## src/rtl/bp_fe_ras_ctrl.sv

```systemverilog
// RAS control: decodes JAL/JALR call/return hints, drives RAS push/pop and a registered return prediction.
// Optional BP_FE_RAS_CTRL_STATS_EN adds saturating push/pop/miss counters.
module bp_fe_ras_ctrl #(
  parameter int eaddr_width_p = 39
) (
  input  logic                     clk_i,
  input  logic                     reset_n_i,
  input  logic                     instr_v_i,
  output logic                     instr_ready_o,
  input  logic [31:0]              instr_i,
  input  logic [eaddr_width_p-1:0] pc_i,
  input  logic                     flush_i,
  output logic                     ras_push_o,
  output logic                     ras_pop_o,
  output logic [63:0]              ras_data_o,
  input  logic [63:0]              ras_data_i,
  input  logic                     ras_v_i,
  output logic                     pred_v_o,
  output logic [eaddr_width_p-1:0] pred_target_o,
  output logic [1:0]               pred_kind_o
`ifdef BP_FE_RAS_CTRL_STATS_EN
  ,
  output logic [31:0]              stat_call_o,
  output logic [31:0]              stat_ret_o,
  output logic [31:0]              stat_ret_miss_o
`endif
);

  typedef enum logic {IDLE, SWAP} state_e;
  typedef enum logic [1:0] {K_NONE = 2'b00, K_CALL = 2'b01, K_RET = 2'b10, K_CORO = 2'b11} kind_e;

  state_e                   state_reg, state_next;
  logic [eaddr_width_p-1:0] swap_data_reg;
  logic [eaddr_width_p-1:0] pc_plus4;
  logic                     accept;
  logic                     latch_en;
  kind_e                    cls;

  logic [6:0] opcode;
  logic [4:0] rd, rs1;
  logic [2:0] funct3;
  logic       is_jal, is_jalr, link_rd, link_rs1;

  assign opcode   = instr_i[6:0];
  assign rd       = instr_i[11:7];
  assign funct3   = instr_i[14:12];
  assign rs1      = instr_i[19:15];
  assign is_jal   = (opcode == 7'b1101111);
  assign is_jalr  = (opcode == 7'b1100111) && (funct3 == 3'b000);
  assign link_rd  = (rd == 5'd1) || (rd == 5'd5);
  assign link_rs1 = (rs1 == 5'd1) || (rs1 == 5'd5);

  // Wraps modulo 2^eaddr_width_p; carry out is intentionally discarded.
  assign pc_plus4 = pc_i + eaddr_width_p'(4);

  logic unused_bits;
  assign unused_bits = ^{instr_i[31:20], ras_data_i[63:eaddr_width_p]};

  always_comb begin
    cls = K_NONE;
    if (is_jal) begin
      if (link_rd) cls = K_CALL;
    end else if (is_jalr) begin
      if (link_rd && !link_rs1)                   cls = K_CALL;
      else if (!link_rd && link_rs1)              cls = K_RET;
      else if (link_rd && link_rs1 && rd == rs1)  cls = K_CALL;
      else if (link_rd && link_rs1)               cls = K_CORO;
    end
  end

  always_comb begin
    state_next    = state_reg;
    instr_ready_o = 1'b0;
    ras_push_o    = 1'b0;
    ras_pop_o     = 1'b0;
    ras_data_o    = {{(64-eaddr_width_p){1'b0}}, pc_plus4};
    accept        = 1'b0;
    latch_en      = 1'b0;
    case (state_reg)
      IDLE: begin
        instr_ready_o = 1'b1;
        // Strobes are also held off while reset is asserted.
        accept = instr_v_i && !flush_i && reset_n_i;
        if (accept) begin
          case (cls)
            K_CALL: ras_push_o = 1'b1;
            K_RET:  ras_pop_o  = 1'b1;
            K_CORO: begin
              ras_pop_o  = 1'b1;
              latch_en   = 1'b1;
              state_next = SWAP;
            end
            default: ;
          endcase
        end
      end
      SWAP: begin
        ras_push_o = !flush_i;
        ras_data_o = {{(64-eaddr_width_p){1'b0}}, swap_data_reg};
        state_next = IDLE;
      end
      default: state_next = IDLE;
    endcase
  end

  always_ff @(posedge clk_i or negedge reset_n_i) begin
    if (!reset_n_i) begin
      state_reg     <= IDLE;
      swap_data_reg <= '0;
      pred_v_o      <= 1'b0;
      pred_target_o <= '0;
      pred_kind_o   <= 2'b00;
    end else begin
      state_reg <= state_next;
      if (latch_en) swap_data_reg <= pc_plus4;
      pred_v_o    <= 1'b0;
      pred_kind_o <= 2'b00;
      if (accept) begin
        pred_kind_o <= cls;
        if (cls == K_RET || cls == K_CORO) begin
          pred_v_o      <= ras_v_i;
          pred_target_o <= ras_data_i[eaddr_width_p-1:0];
        end
      end
    end
  end

`ifdef BP_FE_RAS_CTRL_STATS_EN
  logic [31:0] stat_call_reg, stat_ret_reg, stat_miss_reg;

  always_ff @(posedge clk_i or negedge reset_n_i) begin
    if (!reset_n_i) begin
      stat_call_reg <= '0;
      stat_ret_reg  <= '0;
      stat_miss_reg <= '0;
    end else begin
      if (ras_push_o && stat_call_reg != 32'hFFFF_FFFF) stat_call_reg <= stat_call_reg + 32'd1;
      if (ras_pop_o && stat_ret_reg != 32'hFFFF_FFFF)   stat_ret_reg  <= stat_ret_reg + 32'd1;
      if (ras_pop_o && !ras_v_i && stat_miss_reg != 32'hFFFF_FFFF)
        stat_miss_reg <= stat_miss_reg + 32'd1;
    end
  end

  assign stat_call_o     = stat_call_reg;
  assign stat_ret_o      = stat_ret_reg;
  assign stat_ret_miss_o = stat_miss_reg;
`endif

endmodule

```

## config.mk

```make
export PLATFORM = sky130hd
export DESIGN_NAME = bp_fe_ras_ctrl
export DESIGN_NICKNAME = d
export VERILOG_FILES = /design/src/rtl/bp_fe_ras_ctrl.sv
export SDC_FILE = /design/constraint.sdc
export NUM_CORES = 1
export LEC_CHECK = 0
export BUFFER_PORTS_ARGS = -buffer_cell sky130_fd_sc_hd__clkbuf_2
export CAP_MARGIN = 20
export CELL_PAD_IN_SITES_DETAIL_PLACEMENT = 2
export CELL_PAD_IN_SITES_GLOBAL_PLACEMENT = 2
export CORE_MARGIN = 2
export CORE_UTILIZATION = 24
export CTS_CLUSTER_DIAMETER = 150
export DETAILED_ROUTE_END_ITERATION = 16
export PLACE_DENSITY = 0.78
export SLEW_MARGIN = 20
export SYNTH_ARGS = -nofsm -noshare
export SYNTH_HDL_FRONTEND = slang
export SYNTH_SLANG_ARGS = --single-unit
```

## constraint.sdc

```tcl
create_clock -name clk_i -period 2 [get_ports clk_i]
set_input_delay 0.1 -clock clk_i [delete_from_list [all_inputs] [get_ports clk_i]]
set_output_delay 0.1 -clock clk_i [all_outputs]
set_load 0.03 [all_outputs]
```

==> results of run 1 <==
[logic make-up after synthesis]
logic type / Yosys count / synth area share
flip-flops: 82 / 0.434
adder cells (fa/ha/maj): 1 / 0.00265
other: 1 / 0.000793
multiplexers: 72 / 0.171
buffers and inverters: 69 / 0.0812
AND/OR/NAND/NOR: 111 / 0.143
XOR/XNOR: 14 / 0.0259
AO/OA/AOI/OAI: 92 / 0.142
[power by group through the flow]
| stage | Combinational, mW | Clock, mW | Sequential, mW |
|---|---|---|---|
| 3_3_place_gp | 0.590 | 0 | 1.69 |
| 2_1_floorplan | 0.311 | 0 | 1.69 |
| 6_report | 0.764 | 1.86 | 1.66 |
| 5_1_grt | 0.810 | 1.97 | 1.66 |
| 3_5_place_dp | 0.611 | 0 | 1.69 |
| 4_1_cts | 0.701 | 1.90 | 1.66 |
[timing repair]
| action | 4_1_cts | 5_1_grt |
|---|---|---|
| resized for setup | 62 | 100 |
| hold buffers | 27 | 2 |
| pin swaps | 5 | 19 |
| setup endpoints to repair | 29 | 59 |
| buffers inserted | 3 | 3 |
| cloned | 0 | 6 |
| hold endpoints to repair | 53 | 2 |
[cell type report]
type / instances / area [µm²]
Clock buffer: 9 / 225
Clock inverter: 7 / 101
Fill cell: 2033 / 11300
Inverter: 10 / 37.5
Multi-Input combinational cell: 315 / 3010
Sequential cell: 82 / 2050
Tap cell: 265 / 332
Timing Repair Buffer: 303 / 2380
[through the flow]
stage | setup TNS (ns) | hold WS, ns | worst slack [ns] | util | cell area, µm²
5_1_grt | -5.01 | 0.00576 | -0.112 | 0.419 | 8130
6_report | -0.543 | 0.0194 | -0.0813 | 0.419 | 8130
3_3_place_gp | -7.52 | 0.230 | -0.212 | 0.344 | 6680
4_1_cts | -0.920 | 0.000529 | -0.0942 | 0.392 | 7600
3_5_place_dp | -10.05 | 0.228 | -0.240 | 0.344 | 6680
2_1_floorplan | -2.27 | -0.196 | -0.0696 | - | 5190
[per-layer routing]
layer,vias to the layer above,share of wire,GRT usage
li1,2208,-,-
met1,2512,0.40,0.241
met2,191,0.53,0.372
met3,37,0.052,0.0351
met4,0,0.025,0.0664
met5,-,0,0
[worst min path at each step]
stage                   startpoint                            end  cells after the start
CTS                  ras_data_i[0]   pred_target_o[0]$_DFFE_PN0P_                      2
global route        ras_data_i[29]  pred_target_o[29]$_DFFE_PN0P_                      2
global placement         reset_n_i  swap_data_reg[37]$_DFFE_PN0P_                      2
finish              ras_data_i[20]  pred_target_o[20]$_DFFE_PN0P_                      2
detailed placement       reset_n_i            state_reg$_DFF_PN0_                      2
floorplan                reset_n_i       pred_kind_o[0]$_DFF_PN0_                      0
[synthesized netlist by cell type, drive strengths merged (2+ instances only)]
master	count	area, µm²
nor4b	2	23.8
o31ai	17	128
inv	10	37.5
a41oi	21	184
mux2	71	800
nor2	21	78.8
o31a	2	17.5
nand2b	2	12.5
xor2	3	26.3
nand2	14	52.6
o21ai	4	20.0
dfrtp	82	2050
a31oi	42	263
and3	6	37.5
or3	3	18.8
nor4	2	12.5
buf	36	260
or4b	2	20.0
and4	6	52.6
clkbuf	23	86.3
and2	2	12.5
or4	21	169
xnor2	11	96.3
nand4	14	93.8
nand3	12	60.1
[critical path, cell delays in order]
cell,delay (ns)
buf_4,0.12
nand4_1,0.15
or4_4,0.52
buf_12,0.17
or4_4,0.55
a31oi_4,0.20
buf_8,0.16
==> run_results.csv, run 1 <==
group,metric,value,unit
run_status,outcome,"finished, violations left",
run_status,violations,"negative setup slack",
grt,grt_max_degree,56,
clock_tree,path_clk_slew,0.06,ns
clock_tree,cts_max_path_buffers,2,
min_path,hp-class,"in -> reg",
sta,layout_setup_ws,-0.0813,ns
routing,viasPerCell,4.99,
setup_path,crit_required,1.90,ns
setup_path,r2r-end,"pred_target_o[29]$_DFFE_PN0P_",
place,port-buffer-count,186,
clock_tree,cts_sinks,82,
clock_tree,cts_buffers,9,
sta,fin_skew,0.0108,ns
layout,final_common_cell,"clkbuf_2",
die,core,19400,µm²
sta,finalCritPeriodShare,1.04,
sta,slew_headroom,0.506,
yosys,synth_flop_cell,"dfrtp_1",
die,die_y,144,µm
power_and_ir_drop,seqPwrFrac,0.387,
setup_path,worstSetupPathType,"in -> out",
die,initial_core_util,0.244,
job,max_cap_violations,0,
layout,final_cell_mix,"clkbuf_2, dfrtp_1, buf_4",
die,ioPinCount,249,
clock_tree,htreeDepth,3,
yosys,synthArstFlopShare,1.00,
yosys,ys_seq_elements,82,
grt,grt_pass1_vias,5529,
setup_path,reg2reg_slack,-0.02,ns
setup_path,critPathLaunchType,"primary input",
layout,final-instance-count-excl-fill,991,
routing,first_iter_violations,244,
sta,hold_viol_final,0,
sta,worst_pin_slew,0.741,ns
routing,ant_nets,0,
place,placed_cells,934,
sta,finalSetupViolCount,27,
setup_path,setup.worst_path.start,"pc_i[18]",
setup_path,crit_path_end,"ras_data_o[30]",
yosys,yosys_warnings,0,
grt,grt_pass1_wl,32300,µm
yosys,synthDistinctLibCells,45,
sta,rsz0062_at_grt,"yes",
clock_tree,clock_latency,0.35,ns
power_and_ir_drop,combinationalPowerShare,0.178,
yosys,synth_enable_flop_cells,0,
yosys,seq_area_frac_synth,0.434,
grt,grt_usage,0.204,
power_and_ir_drop,clock_power_share,0.434,
sta,maxClockFrequency,0.480,GHz
die,dieWidth,144,µm
power_and_ir_drop,switching_share,0.278,
yosys,synthCells,442,
setup_path,r2r-start,"state_reg$_DFF_PN0_",
die,die_area,20800,µm²
yosys,synth_area,4730,µm²
grt,antenna_found_initial,0,
layout,drive_gt1_frac,0.579,
sta,final-max-slew-violation-count,0,
place,hpwlAfterDp,14800,µm
power_and_ir_drop,power.switching,1.19,mW
setup_path,cp.arrival,1.98,ns
die,rows,51,
routing,dr_total_vias,4948,
setup_path,crit_fanout,6,
routing,avgRoutedWirePerCell,23.0,µm
power_and_ir_drop,leakage,3.84,nW
yosys,synth.avg_cell_area,10.7,µm²
grt,overflow,0,
layout,layout.nets,862,
setup_path,r2r_cells,6,
power_and_ir_drop,vdd_drop_max,0.295,mV
power_and_ir_drop,powerDensity,526,nW/µm²
clock_tree,cts_tree,"built",
place,place.gp.congestion,0.841,
routing,first_pass_iters,4,
routing,wl,22800,µm
setup_path,crit_path_end_kind,"primary output",
layout,diodes,0,
clock_tree,root_buffer,"clkbuf_16",
routing,drcViolationCount,0,
power_and_ir_drop,cell_internal_pwr,3.09,mW
sta,fin_crit,2.08,ns
layout,syn2layout_area_growth,72.0,%
power_and_ir_drop,power,4.28,mW
Power figures use the tool's default switching activity.
==> inputs of run 2 (changes only) <==
--- a/config.mk
+++ b/config.mk
@@ -5,7 +5,7 @@
 export SDC_FILE = /design/constraint.sdc
 export NUM_CORES = 1
 export LEC_CHECK = 0
-export BUFFER_PORTS_ARGS = -buffer_cell sky130_fd_sc_hd__clkbuf_2
+export BUFFER_PORTS_ARGS = -buffer_cell sky130_fd_sc_hd__buf_2
 export CAP_MARGIN = 20
 export CELL_PAD_IN_SITES_DETAIL_PLACEMENT = 2
 export CELL_PAD_IN_SITES_GLOBAL_PLACEMENT = 2
==> constraint.sdc (replaced) <==
create_clock -name clk_i -period 1.7 [get_ports clk_i]
set_input_delay 0.085 -clock clk_i [delete_from_list [all_inputs] [get_ports clk_i]]
set_output_delay 0.085 -clock clk_i [all_outputs]
set_load 0.03 [all_outputs]
==> run 2 against run 1 <==
The flow still finishes with violations (negative setup slack). Wire length increased by 25%. Setup slack lost 0.22 ns. Cell count rose by 8.2%. Clock-buffer cell count grew 1. Via count rose by 9.5%. Register-to-register slack worse by 0.24 ns. Final area grew 20%. Die area unchanged. Global-route usage up 6.2 points. Critical path depth stayed put. Hold slack lost 0.015 ns. Total power grew 22%. Critical path type unchanged. Highest routed layer unchanged.
==> run_results.csv, run 2 (synthesis gave the netlist of run 1 again) <==
group,metric,value,unit
grt,grtUsageMet2,0.512,
setup_path,crit_fanout,7,
die,rows,51,
layout,final_common_cell,"buf_2",
sta,final-max-slew-violation-count,0,
routing,dr_total_vias,5416,
job,max_cap_violations,0,
power_and_ir_drop,leakage,4.54,nW
place,hpwlAfterDp,15000,µm
run_status,violations,"negative setup slack",
sta,maxClockFrequency,0.501,GHz
setup_path,crit_required,1.62,ns
sta,finalSetupViolCount,109,
layout,drive_gt1_frac,0.673,
power_and_ir_drop,clock_power_share,0.420,
power_and_ir_drop,cell_internal_pwr,3.65,mW
power_and_ir_drop,combinationalPowerShare,0.206,
layout,layout.nets,940,
sta,holdWs,0.00467,ns
sta,slew_headroom,0.627,
place,place.gp.congestion,0.871,
clock_tree,path_clk_slew,0.07,ns
clock_tree,root_buffer,"clkbuf_16",
die,initial_core_util,0.244,
clock_tree,cts_sinks,82,
min_path,hp-class,"in -> reg",
power_and_ir_drop,power.switching,1.56,mW
routing,ant_nets,0,
routing,wl,28400,µm
power_and_ir_drop,seqPwrFrac,0.374,
grt,grt_usage,0.265,
routing,viasPerCell,5.05,
routing,drcViolationCount,0,
grt,grtUsageMet3,0.0543,
setup_path,crit_path_end_kind,"primary output",
power_and_ir_drop,vdd_drop_max,0.433,mV
grt,grt_pass1_vias,6261,
setup_path,worstSetupPathType,"in -> out",
clock_tree,clock_latency,0.35,ns
routing,first_pass_iters,4,
clock_tree,htreeDepth,3,
grt,overflow,0,
sta,worst_pin_slew,0.559,ns
sta,hold_viol_final,0,
layout,final_cell_mix,"buf_2, buf_4, dfrtp_1",
sta,fin_crit,2.00,ns
setup_path,cp.arrival,1.91,ns
routing,avgRoutedWirePerCell,26.5,µm
grt,grt_pass1_wl,40300,µm
power_and_ir_drop,switching_share,0.299,
grt,met1_usage,0.288,
sta,rsz0062_at_grt,"yes",
die,die_y,144,µm
sta,layout_setup_ws,-0.297,ns
grt,grt_max_degree,51,
power_and_ir_drop,powerDensity,531,nW/µm²
run_status,outcome,"finished, violations left",
clock_tree,cts_tree,"built",
layout,final_core_util,0.505,
grt,grt.busiest_layer,"met2",
layout,syn2layout_area_growth,107,%
power_and_ir_drop,power,5.21,mW
die,die_area,20800,µm²
clock_tree,cts_max_path_buffers,2,
grt,antenna_found_initial,3,
die,ioPinCount,249,
setup_path,critPathLaunchType,"primary input",
sta,finalCritPeriodShare,1.17,
setup_path,reg2reg_slack,-0.26,ns
routing,first_iter_violations,200,
die,dieWidth,144,µm
place,port-buffer-count,186,
sta,fin_skew,0.00605,ns
clock_tree,cts_buffers,9,
die,core,19400,µm²
==> run 2: cell types whose count changed in the layout (fill, tap and decap cells not counted), moves of 13 or more <==
cell	change
mux2_4	+14
dlygate4sd3_1	+13
a41oi_1	-16
buf_12	+14
mux2_2	-13
clkbuf_2	-151
a41oi_2	+14
buf_6	+58
buf_4	+27
buf_2	+127
a31oi_4	+13
==> run 2: stage by stage <==
| step | worst slack [ns] | cell area (µm²) | cells | TNS (ns) |
|---|---|---|---|---|
| final | -0.297 | 9800 | 1072 | -18.92 |
| after global routing | -0.331 | 9800 | 1070 | -25.32 |
| after CTS | -0.349 | 9570 | 1064 | -18.82 |
| after detailed placement | -0.550 | 6910 | 946 | -29.38 |
| after global placement | -0.444 | 6910 | 946 | -23.88 |
| after floorplan | -0.329 | 5290 | 466 | -22.99 |
==> run 2: critical path, cell delays in order <==
cell	delay, ns
buf_8	0.08
nand3_4	0.08
or4_4	0.62
buf_12	0.18
or4_4	0.51
a31oi_4	0.19
buf_6	0.15
==> run 2: final cells by class <==
cell class                 count  area [µm²]
fill                        1903        9600
clock buffer                  10         239
timing repair buffer         381        3450
tap                          265         332
antenna                        3        7.51
clock inverter                 6        72.6
multi-input combinational    315        3600
sequential                    82        2050
inverter                      10        47.5
==> run 2: worst paths after layout <==
kind                                              startpoint                       endpoint  depth (start not counted)
min in group asynchronous                          reset_n_i  pred_target_o[31]$_DFFE_PN0P_                          2
worst min register to register  pred_target_o[3]$_DFFE_PN0P_   pred_target_o[3]$_DFFE_PN0P_                          1
max in group asynchronous                          reset_n_i   swap_data_reg[9]$_DFFE_PN0P_                          4
worst max-delay path                                pc_i[14]                 ras_data_o[34]                          7
worst max register to register           state_reg$_DFF_PN0_   swap_data_reg[7]$_DFFE_PN0P_                          7
worst min-delay path                                 pc_i[1]   swap_data_reg[1]$_DFFE_PN0P_                          2
==> run 2: power by group through the flow <==
stage	logic (mW)	clock network, mW	registers [mW]
after floorplan	0.402	0	1.99
after global placement	0.742	0	1.99
after detailed placement	0.776	0	1.99
after CTS	0.987	2.16	1.95
after global routing	1.13	2.28	1.95
final	1.07	2.19	1.95
==> run 2: per-layer routing <==
layer  routed length [µm]  vias to the layer above
met5                    0                        -
met4                  755                        0
met3                 1540                       52
met2                15600                      224
met1                10500                     2764
li1                     -                     2376
==> run 2: repair_timing <==
action | 4_1_cts | 5_1_grt
hold buffers | 41 | 1
hold endpoints to repair | 72 | 1
pin swaps | 35 | 23
setup endpoints to repair | 115 | 170
gates resized for setup | 268 | 82
gates cloned | 19 | 0
setup buffers | 43 | 22
==> inputs of run 3 (changes only) <==
--- a/config.mk
+++ b/config.mk
@@ -9,11 +9,11 @@
 export CAP_MARGIN = 20
 export CELL_PAD_IN_SITES_DETAIL_PLACEMENT = 2
 export CELL_PAD_IN_SITES_GLOBAL_PLACEMENT = 2
-export CORE_MARGIN = 2
-export CORE_UTILIZATION = 24
+export CORE_MARGIN = 3
+export CORE_UTILIZATION = 26
 export CTS_CLUSTER_DIAMETER = 150
 export DETAILED_ROUTE_END_ITERATION = 16
-export PLACE_DENSITY = 0.78
+export PLACE_DENSITY = 0.8
 export SLEW_MARGIN = 20
 export SYNTH_ARGS = -nofsm -noshare
 export SYNTH_HDL_FRONTEND = slang
==> constraint.sdc (replaced) <==
create_clock -name clk_i -period 2.2 [get_ports clk_i]
set_input_delay 0.11 -clock clk_i [delete_from_list [all_inputs] [get_ports clk_i]]
set_output_delay 0.11 -clock clk_i [all_outputs]
set_load 0.03 [all_outputs]
==> run 3 against run 2 <==
The run now ends clean. Total power decreased by 31%. Non-clock buffer count is 121 lower. Sequential share of layout area rose by 9.1 points. First-iteration DRC count decreased by 31%. Flip-flop and latch count unchanged. Clock power shrank 30%. Critical path depth is the same. Setup slack better by 0.34 ns. Combinational power fell by 48%. Sequential power decreased by 23%. Largest cell class unchanged. Largest power group unchanged.
==> run_results.csv, run 3 (synthesis gave the netlist of run 1 again) <==
group,metric,value,unit
layout,diodes,0,
die,die_y,141,µm
die,rows,48,
clock_tree,path_clk_slew,0.07,ns
die,dieWidth,141,µm
die,die_area,19800,µm²
setup_path,worstSetupPathType,"in -> out",
routing,viasPerCell,5.11,
clock_tree,clock_latency,0.35,ns
job,max_cap_violations,0,
layout,final_core_util,0.390,
run_status,outcome,"finished, final reports clean",
sta,worst_pin_slew,0.697,ns
power_and_ir_drop,powerDensity,526,nW/µm²
routing,dr_total_vias,4637,
power_and_ir_drop,leakage,3.43,nW
place,port-buffer-count,186,
layout,drive_gt1_frac,0.403,
routing,first_iter_violations,138,
routing,drcViolationCount,0,
clock_tree,cts_tree,"built",
routing,first_pass_iters,4,
sta,fin_crit,2.16,ns
power_and_ir_drop,power,3.60,mW
grt,grt_pass1_vias,5256,
die,ioPinCount,249,
clock_tree,cts_sinks,82,
layout,syn2layout_area_growth,44.6,%
grt,grt_usage,0.188,
sta,finalSetupViolCount,0,
grt,antenna_found_initial,1,
sta,finalCritPeriodShare,0.982,
sta,final-max-slew-violation-count,0,
setup_path,crit_required,2.09,ns
layout,layout.nets,819,
setup_path,cp.arrival,2.05,ns
grt,overflow,0,
clock_tree,cts_max_path_buffers,2,
place,hpwlAfterDp,13400,µm
sta,setup-tns-final,0,ns
routing,ant_nets,0,
power_and_ir_drop,vdd_drop_max,0.335,mV
setup_path,crit_path_end_kind,"primary output",
clock_tree,cts_buffers,9,
min_path,hp-class,"in -> reg",
setup_path,critPathLaunchType,"primary input",
die,core,17500,µm²
grt,grt_pass1_wl,29500,µm
clock_tree,htreeDepth,3,
sta,slew_headroom,0.535,
clock_tree,root_buffer,"clkbuf_16",
grt,grt_max_degree,52,
layout,final_cell_mix,"buf_2, dfrtp_1, mux2_1",
layout,final_common_cell,"buf_2",
sta,hold_viol_final,0,
routing,avgRoutedWirePerCell,20.7,µm
sta,fin_skew,0.00789,ns
sta,maxClockFrequency,0.463,GHz
die,initial_core_util,0.270,
routing,wl,18800,µm
place,place.gp.congestion,0.822,
setup_path,crit_fanout,21,
sta,rsz0062_at_grt,"yes",
run 3: changes by cell type in the layout (fill, tap and decap cells not counted), sizes merged:
| cell | delta |
|---|---|
| bufinv | -1 |
| dlygate4sd3 | -4 |
| clkinv | +1 |
| inv | +2 |
| buf | -118 |
| clkinvlp | -1 |
| diode | -3 |
run 3: cell type report:
class                   count  area (µm²)
clock buffers               9         225
inverters                  10        38.8
clock inverters             7        66.3
multi-input cells         315        2470
fillers                  1864       10700
flip-flops and latches     82        2050
well taps                 225         282
repair buffers            260        1710
run 3: layer usage:
layer  up-vias  share of wire  track usage
li1       2121              -            -
met1      2315           0.40        0.216
met2       165           0.52        0.348
met3        34          0.051       0.0366
met4         2          0.024       0.0632
met5         -        0.00069            0
run 3: timing repair:
action / CTS / global route
endpoints found under the setup margin: 13 / 22
buffers inserted: 2 / 0
hold buffers: 38 / 0
hold endpoints to repair: 68 / 0
pin swaps: 1 / 6
gates cloned: 1 / 0
gates resized for setup: 13 / 19
run 3: path summary, 6_finish.rpt:
kind | startpoint | end | slack (ns) | cells past startpoint
max | pc_i[13] | ras_data_o[31] | 0.04 | 7
min reg2reg | pred_target_o[13]$_DFFE_PN0P_ | pred_target_o[13]$_DFFE_PN0P_ | 0.49 | 1
max reg2reg | state_reg$_DFF_PN0_ | swap_data_reg[12]$_DFFE_PN0P_ | 0.13 | 6
max in group asynchronous | reset_n_i | pred_target_o[0]$_DFFE_PN0P_ | 0.70 | 4
min in group asynchronous | reset_n_i | swap_data_reg[4]$_DFFE_PN0P_ | 0.43 | 3
min | ras_data_i[3] | pred_target_o[3]$_DFFE_PN0P_ | 0.009 | 2
run 3: where the power goes:
part / leakage [nW] / internal (mW) / switching [mW]
sequential: 1.14 / 1.51 / 0.000126
combinational: 2.14 / 0.214 / 0.347
clock: 0.145 / 0.801 / 0.727
total: 3.43 / 2.52 / 1.07
run 3: worst max-delay path, stage by stage:
cell,delay (ns)
buf_2,0.12
nand4_4,0.12
or4_4,0.57
buf_6,0.19
or4_1,0.51
a31oi_1,0.22
buf_4,0.20
run 3: metrics by stage:
step,instance area (µm²),instances,worst slack (ns),hold WS (ns)
3_3_place_gp,6010,851,-0.0310,0.237
3_5_place_dp,6010,851,-0.115,0.235
4_1_cts,6790,908,0.0217,0.00129
2_1_floorplan,4820,466,0.0490,-0.186
5_1_grt,6840,908,-0.00135,0.00232
6_report,6840,908,0.0386,0.00856
